### src/rtl/delta_qp_dec_pkg.sv
// Shared constants and state encoding for the delta-QP se(v) decoder.
package delta_qp_dec_pkg;

    localparam int DQP_W      = 6;
    localparam int MAX_PREFIX = 5;
    localparam int LEN_W      = 4;
    localparam int DQP_MIN    = -26;
    localparam int DQP_MAX    = 25;

    typedef enum logic [1:0] {
        S_PREFIX,
        S_SUFFIX,
        S_OUT
    } state_t;

endpackage

### src/rtl/delta_qp_map.sv
// Maps a 6-bit Exp-Golomb codeNum onto a signed delta QP.
// Results outside -26..+25 are clamped and flagged.
module delta_qp_map
    import delta_qp_dec_pkg::*;
#(
    parameter int DQP_W = delta_qp_dec_pkg::DQP_W
) (
    input  logic [5:0]              code_num,
    output logic signed [DQP_W-1:0] dqp,
    output logic                    err
);

    logic [5:0]        mag;
    logic signed [6:0] val;

    always_comb begin
        mag = '0;
        val = '0;
        err = 1'b0;
        // Odd k: (k+1)/2 equals (k>>1)+1. Even k: k>>1, negated.
        if (code_num[0]) begin
            mag = {1'b0, code_num[5:1]} + 6'd1;
            if (mag > 6'(DQP_MAX)) begin
                mag = 6'(DQP_MAX);
                err = 1'b1;
            end
            val = $signed({1'b0, mag});
        end else begin
            mag = {1'b0, code_num[5:1]};
            if (mag > 6'(-DQP_MIN)) begin
                mag = 6'(-DQP_MIN);
                err = 1'b1;
            end
            val = -$signed({1'b0, mag});
        end
        dqp = DQP_W'(val);
    end

endmodule

### src/rtl/delta_qp_dec.sv
// Bit-serial se(v) decoder for mb_qp_delta: counts the zero prefix, shifts
// in the suffix, then holds the mapped result until the downstream takes it.
module delta_qp_dec
    import delta_qp_dec_pkg::*;
#(
    parameter int DQP_W      = delta_qp_dec_pkg::DQP_W,
    parameter int MAX_PREFIX = delta_qp_dec_pkg::MAX_PREFIX
) (
    input  logic                    clk,
    input  logic                    rst,
    input  logic                    clr,
    input  logic                    bit_in,
    input  logic                    bit_valid,
    output logic                    bit_ready,
    output logic signed [DQP_W-1:0] dqp,
    output logic [LEN_W-1:0]        dqp_len,
    output logic                    dqp_err,
    output logic                    dqp_valid,
    input  logic                    dqp_ready
);

    state_t                  state, state_n;
    logic [2:0]              zcnt, zcnt_n;
    logic [2:0]              rem, rem_n;
    logic [4:0]              suf, suf_n;
    logic [4:0]              suf_shift;
    logic [5:0]              code_num;
    logic signed [DQP_W-1:0] map_dqp, dqp_n;
    logic                    map_err, err_n;
    logic [LEN_W-1:0]        len_n;
    logic                    accept;

    assign bit_ready = (state != S_OUT);
    assign dqp_valid = (state == S_OUT);
    assign accept    = bit_valid && bit_ready;
    assign suf_shift = {suf[3:0], bit_in};
    // Map sees the suffix including the bit being accepted this cycle.
    assign code_num  = ((6'd1 << zcnt) - 6'd1) + {1'b0, suf_shift};

    delta_qp_map #(.DQP_W(DQP_W)) u_map (
        .code_num (code_num),
        .dqp      (map_dqp),
        .err      (map_err)
    );

    always_comb begin
        state_n = state;
        zcnt_n  = zcnt;
        rem_n   = rem;
        suf_n   = suf;
        dqp_n   = dqp;
        len_n   = dqp_len;
        err_n   = dqp_err;
        case (state)
            S_PREFIX: begin
                if (accept) begin
                    if (bit_in) begin
                        if (zcnt == 3'd0) begin
                            state_n = S_OUT;
                            dqp_n   = '0;
                            len_n   = LEN_W'(1);
                            err_n   = 1'b0;
                        end else begin
                            state_n = S_SUFFIX;
                            rem_n   = zcnt;
                            suf_n   = '0;
                        end
                    end else if (zcnt == 3'(MAX_PREFIX)) begin
                        state_n = S_OUT;
                        dqp_n   = '0;
                        len_n   = LEN_W'(MAX_PREFIX + 1);
                        err_n   = 1'b1;
                    end else begin
                        zcnt_n = zcnt + 3'd1;
                    end
                end
            end
            S_SUFFIX: begin
                if (accept) begin
                    suf_n = suf_shift;
                    rem_n = rem - 3'd1;
                    if (rem == 3'd1) begin
                        state_n = S_OUT;
                        dqp_n   = map_dqp;
                        err_n   = map_err;
                        len_n   = LEN_W'({zcnt, 1'b1});
                    end
                end
            end
            S_OUT: begin
                if (dqp_ready) begin
                    state_n = S_PREFIX;
                    zcnt_n  = '0;
                    suf_n   = '0;
                end
            end
            default: state_n = S_PREFIX;
        endcase
    end

    always_ff @(posedge clk) begin
        if (rst || clr) begin
            state   <= S_PREFIX;
            zcnt    <= '0;
            rem     <= '0;
            suf     <= '0;
            dqp     <= '0;
            dqp_len <= '0;
            dqp_err <= 1'b0;
        end else begin
            state   <= state_n;
            zcnt    <= zcnt_n;
            rem     <= rem_n;
            suf     <= suf_n;
            dqp     <= dqp_n;
            dqp_len <= len_n;
            dqp_err <= err_n;
        end
    end

endmodule

### config.mk
export PLATFORM = sky130hd
export DESIGN_NAME = delta_qp_dec
export DESIGN_NICKNAME = d
export VERILOG_FILES = /design/src/rtl/delta_qp_dec_pkg.sv /design/src/rtl/delta_qp_map.sv /design/src/rtl/delta_qp_dec.sv
export SDC_FILE = /design/constraint.sdc
export NUM_CORES = 1
export LEC_CHECK = 0
export CORE_MARGIN = 2
export CORE_UTILIZATION = 52
export CTS_CLUSTER_SIZE = 16
export DETAILED_ROUTE_END_ITERATION = 6
export PLACE_DENSITY = 0.77
export SETUP_SLACK_MARGIN = 0.3
export SYNTH_ARGS = -nofsm -noshare
export SYNTH_HDL_FRONTEND = slang
export SYNTH_HIERARCHICAL = 1
export SYNTH_SLANG_ARGS = --single-unit
### constraint.sdc
create_clock -name clk -period 3.65 [get_ports clk]
set_input_delay 0.9125 -clock clk [delete_from_list [all_inputs] [get_ports clk]]
set_output_delay 0.9125 -clock clk [all_outputs]
set_load 0.03 [all_outputs]
# ---- Word level (Yosys, flattened, before mapping)
# Cells that the tools add are included.
dict set report totals {
  regBits 23
  input_bits 6
  output_inout_bits 13
  wordCells 95
}
dict set report classes {
  n_addsub 6
  order_cmp 2
  eq_ne 15
  n_shift 1
  n_mux 52
  n_reduce_logical 12
}
# op count
set ops {}
lappend ops {{6-bit two-way mux} 9}
lappend ops {{4-bit two-way mux} 11}
lappend ops {{3-bit two-way mux} 8}
lappend ops {{2-bit != test (second input constant)} 8}
lappend ops {{5-bit AND reduction} 3}
lappend ops {{2-bit two-way mux} 7}
lappend ops {{3-bit case mux with 2 select lines} 2}
lappend ops {{4-bit case mux with 3 select lines} 1}
lappend ops {{6-bit case mux with 2 select lines} 1}
lappend ops {{6-bit AND reduction} 2}
lappend ops {{1-bit two-way mux} 9}
lappend ops {{4-bit case mux with 2 select lines} 1}
lappend ops {{5-bit by 1-bit adder with 6-bit output (second input constant)} 1}
lappend ops {{6-bit by 5-bit adder with 6-bit output} 1}
lappend ops {{6-bit by 5-bit greater-than comparator with 1-bit output (second input constant)} 1}
lappend ops {{3-bit != test (second input constant)} 2}
lappend ops {{6-bit negator} 1}
lappend ops {{2-bit case mux with 3 select lines} 1}
lappend ops {{1-bit by 3-bit << shifter with 6-bit output (first input constant)} 1}
lappend ops {{6-bit by 1-bit subtractor with 6-bit output (second input constant)} 1}
lappend ops {{5-bit greater-than comparator (second input constant)} 1}
lappend ops {{5-bit two-way mux} 1}
lappend ops {{2-bit nonzero test} 2}
lappend ops {{3-bit by 1-bit adder with 3-bit output (second input constant)} 1}
lappend ops {{other kinds (12)} 12}

# ---- Longest topological paths before layout
# Gate-level depths: netlist of run 1.
dict set report logic_depth {
  ltp_word 11
  ltp_mapped 23
  ltp_nobuf 22
}

# ---- Cells and area by module
# The synthesis of run 1 kept the hierarchy.
# mod n_inst cells_each area_each_um2 seq_area_each_um2
set modules_own_cells {}
lappend modules_own_cells {delta_qp_dec 1 192 1570.3 460.4}
lappend modules_own_cells {delta_qp_map 1 49 334.1 0.0}

# ---- Worst setup path before layout of run 1
# OpenSTA, ideal clock, no wires.
dict set report synth_path {
  path_type {input-to-reg}
  startpoint {in bit_in}
  endpoint {reg dqp[4]}
  setup_time_ns 0.070
  arrival_ns 3.624
  required_ns 3.580
  setup_slack_ns -0.045
  path_stages 21
  n_path_buf 1
  path_cell_list {inv_1 ha_1 inv_1 ha_1 inv_1 fa_1 inv_1 a21o_1 a21oi_1 xnor2_1 clkbuf_1 nand2_1 o21bai_1 nand2_1 ha_1 nand2b_1 a21o_1 and3_1 a21oi_1 nand4_1 a21oi_1}
}
dict set report synth_between {
  elab_chain_cells 9
  elab_cells_between_ends 17
  cone_classes {add/sub: 3; order compare: 2; eq/ne: 2; mux: 9; reduce/logical: 1}
}
# element line
set synth_rtl {}
lappend synth_rtl {{start, declared} delta_qp_dec.sv:12} ;# input logic bit_in,
lappend synth_rtl {{6-bit by 5-bit adder with 6-bit output (*)} delta_qp_dec.sv:38} ;# assign code_num = ((6'd1 << zcnt) - 6'd1) + {1'b0, suf_shift};
lappend synth_rtl {{named net code_num[5]} delta_qp_dec.sv:27} ;# logic [5:0] code_num;
lappend synth_rtl {{5-bit greater-than comparator} delta_qp_map.sv:30} ;# if (mag > 6'(-DQP_MIN)) begin
lappend synth_rtl {{5-bit two-way mux} delta_qp_map.sv:30}
lappend synth_rtl {{6-bit two-way mux} delta_qp_map.sv:21} ;# if (code_num[0]) begin
lappend synth_rtl {{6-bit negator} delta_qp_map.sv:34} ;# val = -$signed({1'b0, mag});
lappend synth_rtl {{6-bit two-way mux (*)} delta_qp_map.sv:21}
lappend synth_rtl {{named net map_dqp[4]} delta_qp_dec.sv:28} ;# logic signed [DQP_W-1:0] map_dqp, dqp_n;
lappend synth_rtl {{6-bit two-way mux (*)} delta_qp_dec.sv:82} ;# if (rem == 3'd1) begin
lappend synth_rtl {{6-bit two-way mux (*)} delta_qp_dec.sv:79} ;# if (accept) begin
lappend synth_rtl {{6-bit case mux with 2 select lines (*)} delta_qp_dec.sv:54} ;# case (state)
lappend synth_rtl {{end signal, assigned} delta_qp_dec.sv:115} ;# dqp <= dqp_n;
lappend synth_rtl {{end, declared} delta_qp_dec.sv:15} ;# output logic signed [DQP_W-1:0] dqp,
# The timed path passes the listed nets; every way through them passes the cells marked *. The select of a mux whose other input is x is not followed.
# A chain may end at the register's enable or synchronous reset.

# ---- Worst setup path after layout of run 1
dict set report layout_path {
  startpoint {reg zcnt[0]}
  endpoint {reg dqp[4]}
}
dict set report layout_between {
  elab_chain_cells 11
  elab_cells_between_ends 19
  cone_classes {add/sub: 4; order compare: 2; eq/ne: 3; shift: 1; mux: 7; reduce/logical: 2}
}
# element line
set layout_rtl {}
lappend layout_rtl {{start, declared} delta_qp_dec.sv:23} ;# logic [2:0] zcnt, zcnt_n;
lappend layout_rtl {{start signal, assigned} delta_qp_dec.sv:112} ;# zcnt <= zcnt_n;
lappend layout_rtl {{1-bit by 3-bit << shifter with 6-bit output (*)} delta_qp_dec.sv:38}
lappend layout_rtl {{6-bit by 1-bit subtractor with 6-bit output (*)} delta_qp_dec.sv:38}
lappend layout_rtl {{6-bit by 5-bit adder with 6-bit output (*)} delta_qp_dec.sv:38}
lappend layout_rtl {{named net code_num[5]} delta_qp_dec.sv:27}
lappend layout_rtl {{5-bit greater-than comparator} delta_qp_map.sv:30}
lappend layout_rtl {{5-bit two-way mux} delta_qp_map.sv:30}
lappend layout_rtl {{6-bit two-way mux} delta_qp_map.sv:21}
lappend layout_rtl {{6-bit negator} delta_qp_map.sv:34}
lappend layout_rtl {{6-bit two-way mux (*)} delta_qp_map.sv:21}
lappend layout_rtl {{named net map_dqp[4]} delta_qp_dec.sv:28}
lappend layout_rtl {{6-bit two-way mux (*)} delta_qp_dec.sv:82}
lappend layout_rtl {{6-bit two-way mux (*)} delta_qp_dec.sv:79}
lappend layout_rtl {{6-bit case mux with 2 select lines (*)} delta_qp_dec.sv:54}
# Marked as above.

==> out/qor.csv, run 1 <==
metric;value;unit
average cell area after synthesis;7.90;sq um
cell at the root of the clock tree;sky130_fd_sc_hd__clkbuf_4;
core area;3420;sq um
H-tree levels;1;
Post-Route Setup TNS;0;ns
leading register cell type out of synthesis;sky130_fd_sc_hd__dfxtp_1;
CP max stage cell;sky130_fd_sc_hd__dfxtp_4;
pwr/cell area;223;nW/um^2
register area share after synthesis;24.2;%
initial antenna violation count;0;
total CTS buffers;3;
outcome;complete, no violations;
count of routing violations after the opening detailed-route iteration;105;
number of flops mapped to enable cells by yosys;0;
cell count after synthesis;241;
number of port buffers;18;
ratio of final minimum period to clock period;91.0;%
count of synthesis-stage warnings from yosys;6;
vias per inst;5.78;
buffer and inverter count on the worst path;3;
kind of path behind the tightest hold check;register to register;
Critical Setup Path Class;register to register;
maximum ir drop on the vdd rail;0.218;mV
Top delay family on crit path;adder cells;
# Max-Cap Violations;0;
maximum count of clock buffers along a single path;2;
I/O pin cnt;19;
die span in x;64.5;microns
dpl hpwl;3170;microns
proportion of layout cells with a drive suffix above 1;28.5;%
wire per inst;14.8;microns
critical path peak fanout;5;
Starting Density;55.8;%
total setup violations reported at the end of the flow;0;
share of async-settable or async-resettable flops after synthesis;0;%
DRT Pass-1 Iters;5;
transition time at the pin with the least slew margin;0.815;ns
total global routing overflow;0;
achievable clock frequency;0.301;GHz
Pins Over Slew Limit;0;
peak per-stage delay on the critical path;0.43;ns
sort of element at the end of the critical path;register;
Final Worst Setup Slack;0.328;ns
Worst slew margin;44.1;%
minimum clock period;3.32;ns
number of antenna diodes;0;
RSZ-0062 raised after global routing;yes;
CTS tree;yes;
Setup WS pre-CTS;-0.418;ns
weighted congestion reported at the end of routability-driven placement;0.915;
DIE HEIGHT;64.5;microns
Synthesized Nets;272;
number of distinct library cells after synthesis;50;
clock sinks;23;
pin count of the biggest net entering global routing;28;
number of antenna-violating nets in the routed design;0;
Clock Pin Slew Worst Setup and Hold Paths;0.14;ns
DRC violations left;0;
critical path's most frequent cell;sky130_fd_sc_hd__ha_4;
flip-flop and latch count after synthesis;23;
cell area after synthesis;1900;sq um
worst path arrival time;3.58;ns
die area;4160;sq um
GR Util All Layers;22.3;%
aggregate routed wire length;4780;microns
Layout Nets;309;
leakage power summed over all cells;0.988;nW
worst path required time;3.91;ns
vias in the first global route;1673;
number of vias after detailed routing;1867;
number of inserted filler cells in the final layout;259;
category of the worst setup path launch point;register;
Cell Chain, Critical Path;ha_4 -> nand2_4 -> ha_4 -> inv_2 -> ha_4 -> inv_2 -> fa_2 -> inv_2 -> a21o_1 -> a21oi_2 -> xnor2_2 -> nand2_2 -> o21bai_4 -> nand2_2 -> ha_4 -> nand2b_1 -> a21o_1 -> and3_4 -> a21oi_2 -> nand4_1 -> a21oi_1;
global-route wire length before repair;7480;microns
hold bufs inserted after CTS;0;
PnR Total Power;0.563;mW
Final Hold Violating Endpoints;0;
area growth from synthesis to final layout;32.6;%
Setup Skew;0.0189;ns
num rows;21;
worst-skew pair later-pin latency;0.34;ns
==> layout make-up <==
type                    instances  area [sq um]  share of cell area, %
clock buffers                   3          22.5                  0.892
clock inverters                 1          5.00                  0.198
inverters                      31           129                   5.10
multi-input cells             174          1460                   58.0
flip-flops and latches         23           467                   18.5
well taps                      46          57.6                   2.28
repair buffers                 45           380                   15.1
==> cell families (layout without fill, tap and decap cells) <==
group / count (synthesis) / after routing / share of synthesized area (%)
AO/OA/AOI/OAI: 76 / 76 / 26.2
XOR/XNOR: 5 / 5 / 2.30
adder cells (fa/ha/maj): 25 / 25 / 16.8
buffers and inverters: 44 / 80 / 9.53
flip-flops: 23 / 23 / 24.2
multiplexers: 6 / 6 / 3.48
AND/OR/NAND/NOR: 62 / 62 / 17.5
==> synth_stat cells (2+ instances only) <==
cell,count,area [sq um]
sky130_fd_sc_hd__a21o_1,3,22.5
sky130_fd_sc_hd__a21oi_1,28,140
sky130_fd_sc_hd__a22oi_1,3,22.5
sky130_fd_sc_hd__a31oi_1,2,12.5
sky130_fd_sc_hd__a32o_1,4,40.0
sky130_fd_sc_hd__and2_1,2,12.5
sky130_fd_sc_hd__and3_1,2,12.5
sky130_fd_sc_hd__buf_2,7,35.0
sky130_fd_sc_hd__clkbuf_1,5,18.8
sky130_fd_sc_hd__dfxtp_1,23,460
sky130_fd_sc_hd__ha_1,24,300
sky130_fd_sc_hd__inv_1,31,116
sky130_fd_sc_hd__mux2i_1,4,40.0
sky130_fd_sc_hd__nand2_1,17,63.8
sky130_fd_sc_hd__nand2b_1,4,25.0
sky130_fd_sc_hd__nand3_1,5,25.0
sky130_fd_sc_hd__nand4_1,8,50.1
sky130_fd_sc_hd__nor2_1,6,22.5
sky130_fd_sc_hd__nor2b_1,8,50.1
sky130_fd_sc_hd__o21ai_0,16,80.1
sky130_fd_sc_hd__o21bai_1,2,15.0
sky130_fd_sc_hd__o221ai_1,3,26.3
sky130_fd_sc_hd__o22ai_1,2,12.5
sky130_fd_sc_hd__or2_2,2,12.5
sky130_fd_sc_hd__xnor2_1,5,43.8
==> metal layers <==
layer  up-vias  wire length (microns)  GRT usage, %
met5         -                      0             0
met4         0                     82          7.45
met3        10                    123          2.26
met2        56                   2410          38.3
met1       874                   2160          29.4
li1        927                      -             -
==> metrics by stage <==
step / instance area [sq um] / util [%] / cells / hold slack, ns
final: 2520 / 73.9 / 323 / 0.488
after global routing: 2520 / 73.9 / 323 / 0.513
after CTS: 2310 / 67.6 / 315 / 0.484
after detailed placement: 2260 / 66.0 / 310 / 0.467
after global placement: 2260 / 66.0 / 310 / 0.460
after floorplan: 1950 / - / 241 / 0.450
==> worst min-delay path: stages (launching register included) <==
cell                      delay (ns)
sky130_fd_sc_hd__dfxtp_1        0.33
sky130_fd_sc_hd__o21ai_0        0.07
sky130_fd_sc_hd__a21oi_1        0.06
==> worst paths after layout <==
check	start	endpoint	slack [ns]	depth (start not counted)
min reg2reg	rem[1]	rem[1]	0.49	2
min	rem[1]	rem[1]	0.49	2
max	zcnt[0]	dqp[4]	0.33	21
max reg2reg	zcnt[0]	dqp[4]	0.33	21
==> power breakdown <==
part	switching (mW)	internal [mW]
clock network	0.0853	0.0412
logic	0.0985	0.0826
registers	0.00238	0.253
==> state kept, by name, indices dropped and copies added (netlist names) <==
name and count:
dqp 6, dqp_len 4, suf 4, rem 3
zcnt 3, state 2, dqp_err 1
==> placed cells by master (no fill, tap or decap), drive strengths merged, types with 2 or more instances in the layout <==
master and count:
a21oi 29, o221ai 3, and3 2, inv 31, nor2 6, o21bai 2, o22ai 2, a22oi 3
clkdlybuf4s50 17, nand2 17, nand4 8, nor2b 9, mux2 2, mux2i 4, and2 2, dfxtp 23
ha 24, buf 28, a31oi 2, a32o 4, nand3 5, xnor2 5, clkbuf 3, nand2b 4
o21ai 16, or2 2, a21o 3
==> what timing repair did <==
| item | CTS | global route |
|---|---|---|
| resized for setup | 10 | 34 |
| setup buffers | 1 | 8 |
| endpoints found under the setup margin | 6 | 6 |
| pin swaps | 4 | 18 |
Power figures use the tool's default switching activity.
==> run 2: changes to the inputs <==
--- a/config.mk
+++ b/config.mk
@@ -5,6 +5,7 @@
 export SDC_FILE = /design/constraint.sdc
 export NUM_CORES = 1
 export LEC_CHECK = 0
+export CAP_MARGIN = 0
 export CORE_MARGIN = 2
 export CORE_UTILIZATION = 52
 export CTS_CLUSTER_SIZE = 16
==> results of run 2 <==
No change in the layout: final DEF, timing and power equal those of run 1.
==> run 3: changes to the inputs <==
--- a/config.mk
+++ b/config.mk
@@ -7,10 +7,9 @@
 export LEC_CHECK = 0
 export CAP_MARGIN = 0
 export CORE_MARGIN = 2
-export CORE_UTILIZATION = 52
+export CORE_UTILIZATION = 35
 export CTS_CLUSTER_SIZE = 16
 export DETAILED_ROUTE_END_ITERATION = 6
-export PLACE_DENSITY = 0.77
 export SETUP_SLACK_MARGIN = 0.3
 export SYNTH_ARGS = -nofsm -noshare
 export SYNTH_HDL_FRONTEND = slang
==> run 3 against run 2 <==
  * Clock skew decreased by 0.014 ns
  * Via count increased by 0.11%
  * Cell count increased by 8.0%
  * First-iteration DRC count decreased by 55%
  * Sequential power about the same
  * Sequential cell count unchanged
  * Routed wire length increased by 4.4%
  * Worst hold slack got worse by 0.0062 ns
==> out/qor.csv, run 3 (synthesized netlist as in run 1, its figures left out) <==
metric;value;unit
clock sinks;23;
register share of total power;41.9;%
Setup Skew;0.00447;ns
kind of path behind the tightest hold check;register to register;
wire per inst;14.3;microns
Starting Density;36.8;%
Clock Pin Slew Worst Setup and Hold Paths;0.08;ns
number of inserted filler cells in the final layout;470;
maximum count of clock buffers along a single path;2;
Global Route met3 Usage;1.51;%
total global routing overflow;0;
Regs by FF count;dqp (6), dqp_len (4), suf (4);
I/O pin cnt;19;
ratio of final minimum period to clock period;89.3;%
hold bufs inserted after CTS;0;
Critical Setup Path Class;input pin to register;
CTS tree;yes;
leakage power summed over all cells;1.01;nW
core area;5170;sq um
weighted congestion reported at the end of routability-driven placement;0.841;
multi-input combinational cell area;1470;sq um
Layout Nets;311;
area growth from synthesis to final layout;37.0;%
Worst slew margin;37.8;%
vias per inst;5.36;
met2 usage in global routing;28.3;%
internal power consumption;0.416;mW
Switching Power;0.193;mW
Post-Route Setup TNS;0;ns
busiest layer in global routing;met2;
number of antenna-violating nets in the routed design;0;
proportion of layout cells with a drive suffix above 1;29.0;%
final hold slack;0.482;ns
worst path arrival time;3.46;ns
num rows;26;
commonest cells after routing, fill and taps aside;27 x sky130_fd_sc_hd__buf_4, 26 x sky130_fd_sc_hd__a21oi_1, 22 x sky130_fd_sc_hd__inv_1;
met1 track utilization from global routing;20.8;%
most common cell after layout, fill and taps aside;sky130_fd_sc_hd__buf_4;
aggregate routed wire length;4990;microns
RSZ-0062 raised after global routing;yes;
H-tree levels;1;
transition time at the pin with the least slew margin;0.933;ns
GR Util All Layers;15.9;%
Cell Chain, Critical Path;buf_8 -> inv_4 -> ha_4 -> inv_2 -> ha_4 -> inv_2 -> fa_2 -> inv_2 -> a21o_1 -> a21oi_2 -> xnor2_2 -> nand2_2 -> o21bai_4 -> nand2_2 -> ha_4 -> nand2b_4 -> a21o_1 -> and3_1 -> a21oi_1 -> nand4_1 -> a21oi_1;
outcome;complete, no violations;
sort of element at the end of the critical path;register;
critical path peak fanout;3;
Pins Over Slew Limit;0;
# Max-Cap Violations;0;
number of antenna diodes;0;
die area;6050;sq um
number of port buffers;18;
category of the worst setup path launch point;input pin;
total setup violations reported at the end of the flow;0;
dpl hpwl;3460;microns
DRC violations left;0;
die span in x;77.8;microns
Final Hold Violating Endpoints;0;
area of all sequential standard cells;467;sq um
worst path required time;3.86;ns
Largest Register;dqp;
Net Sw Frac;31.7;%
initial antenna violation count;0;
achievable clock frequency;0.307;GHz
Layout Cells excl Fill;349;
pin count of the biggest net entering global routing;28;
cell at the root of the clock tree;sky130_fd_sc_hd__clkbuf_8;
DIE HEIGHT;77.8;microns
vias in the first global route;1745;
CP max stage cell;sky130_fd_sc_hd__fa_2;
pwr/cell area;234;nW/um^2
worst-skew pair later-pin latency;0.27;ns
Largest register FFs;6;
minimum clock period;3.26;ns
number of vias after detailed routing;1869;
FF-to-FF setup slack;0.41;ns
maximum ir drop on the vdd rail;0.136;mV
Clk network pwr share;27.2;%
global-route wire length before repair;7890;microns
total CTS buffers;3;
count of routing violations after the opening detailed-route iteration;47;
DRT Pass-1 Iters;4;
share of total power in combinational logic;30.9;%
number of placed instances with taps included;334;
peak per-stage delay on the critical path;0.39;ns
==> run 3: worst paths after layout <==
check / from / endpoint / cells past startpoint
setup / recovery: bit_in / dqp[4] / 21
hold reg to reg: dqp[5] / dqp[5] / 2
setup reg to reg: zcnt[0] / dqp[1] / 17
hold / removal: dqp[5] / dqp[5] / 2
==> run 3: timing repair <==
action / CTS / global route
gates resized for setup: 23 / 24
pin swaps: 10 / 19
setup endpoints to repair: 7 / 4
buffers inserted: 4 / 7
==> run 3: metal layers <==
layer / part of all wire (%) / vias to the layer above
li1: - / 934
met1: 48 / 906
met2: 49 / 24
met3: 2.2 / 5
met4: 0.80 / 0
met5: 0 / -
==> run 3: final cells by class <==
cell class | count | share of cell area [%]
sequential | 23 | 17.9
tap | 70 | 3.36
inverter | 31 | 4.75
timing repair buffer | 47 | 15.7
multi-input combinational | 174 | 56.5
clock inverter | 1 | 0.192
clock buffer | 3 | 1.58
==> run 3: critical path: cells and delay by family <==
family,cells,cell delay (ns)
fa+ha+maj,4,0.82
compound gates,6,0.80
simple gates,5,0.48
buf+inv,5,0.26
xor+xnor,1,0.19
==> run 3: power by group through the flow <==
stage / clock network, mW / logic, mW / registers, mW
floorplan: 0 / 0.104 / 0.264
global placement: 0 / 0.156 / 0.261
detailed placement: 0 / 0.155 / 0.261
CTS: 0.170 / 0.162 / 0.255
global route: 0.182 / 0.206 / 0.256
finish: 0.166 / 0.188 / 0.255
==> run 3: metrics by stage <==
step	area, sq um	worst slack [ns]	total power, mW	utilization [%]
floorplan	1950	0.310	0.368	-
global placement	2290	-0.408	0.417	44.2
detailed placement	2290	-0.412	0.416	44.2
CTS	2430	0.304	0.587	47.0
global route	2610	0.241	0.643	50.4
finish	2610	0.392	0.610	50.4
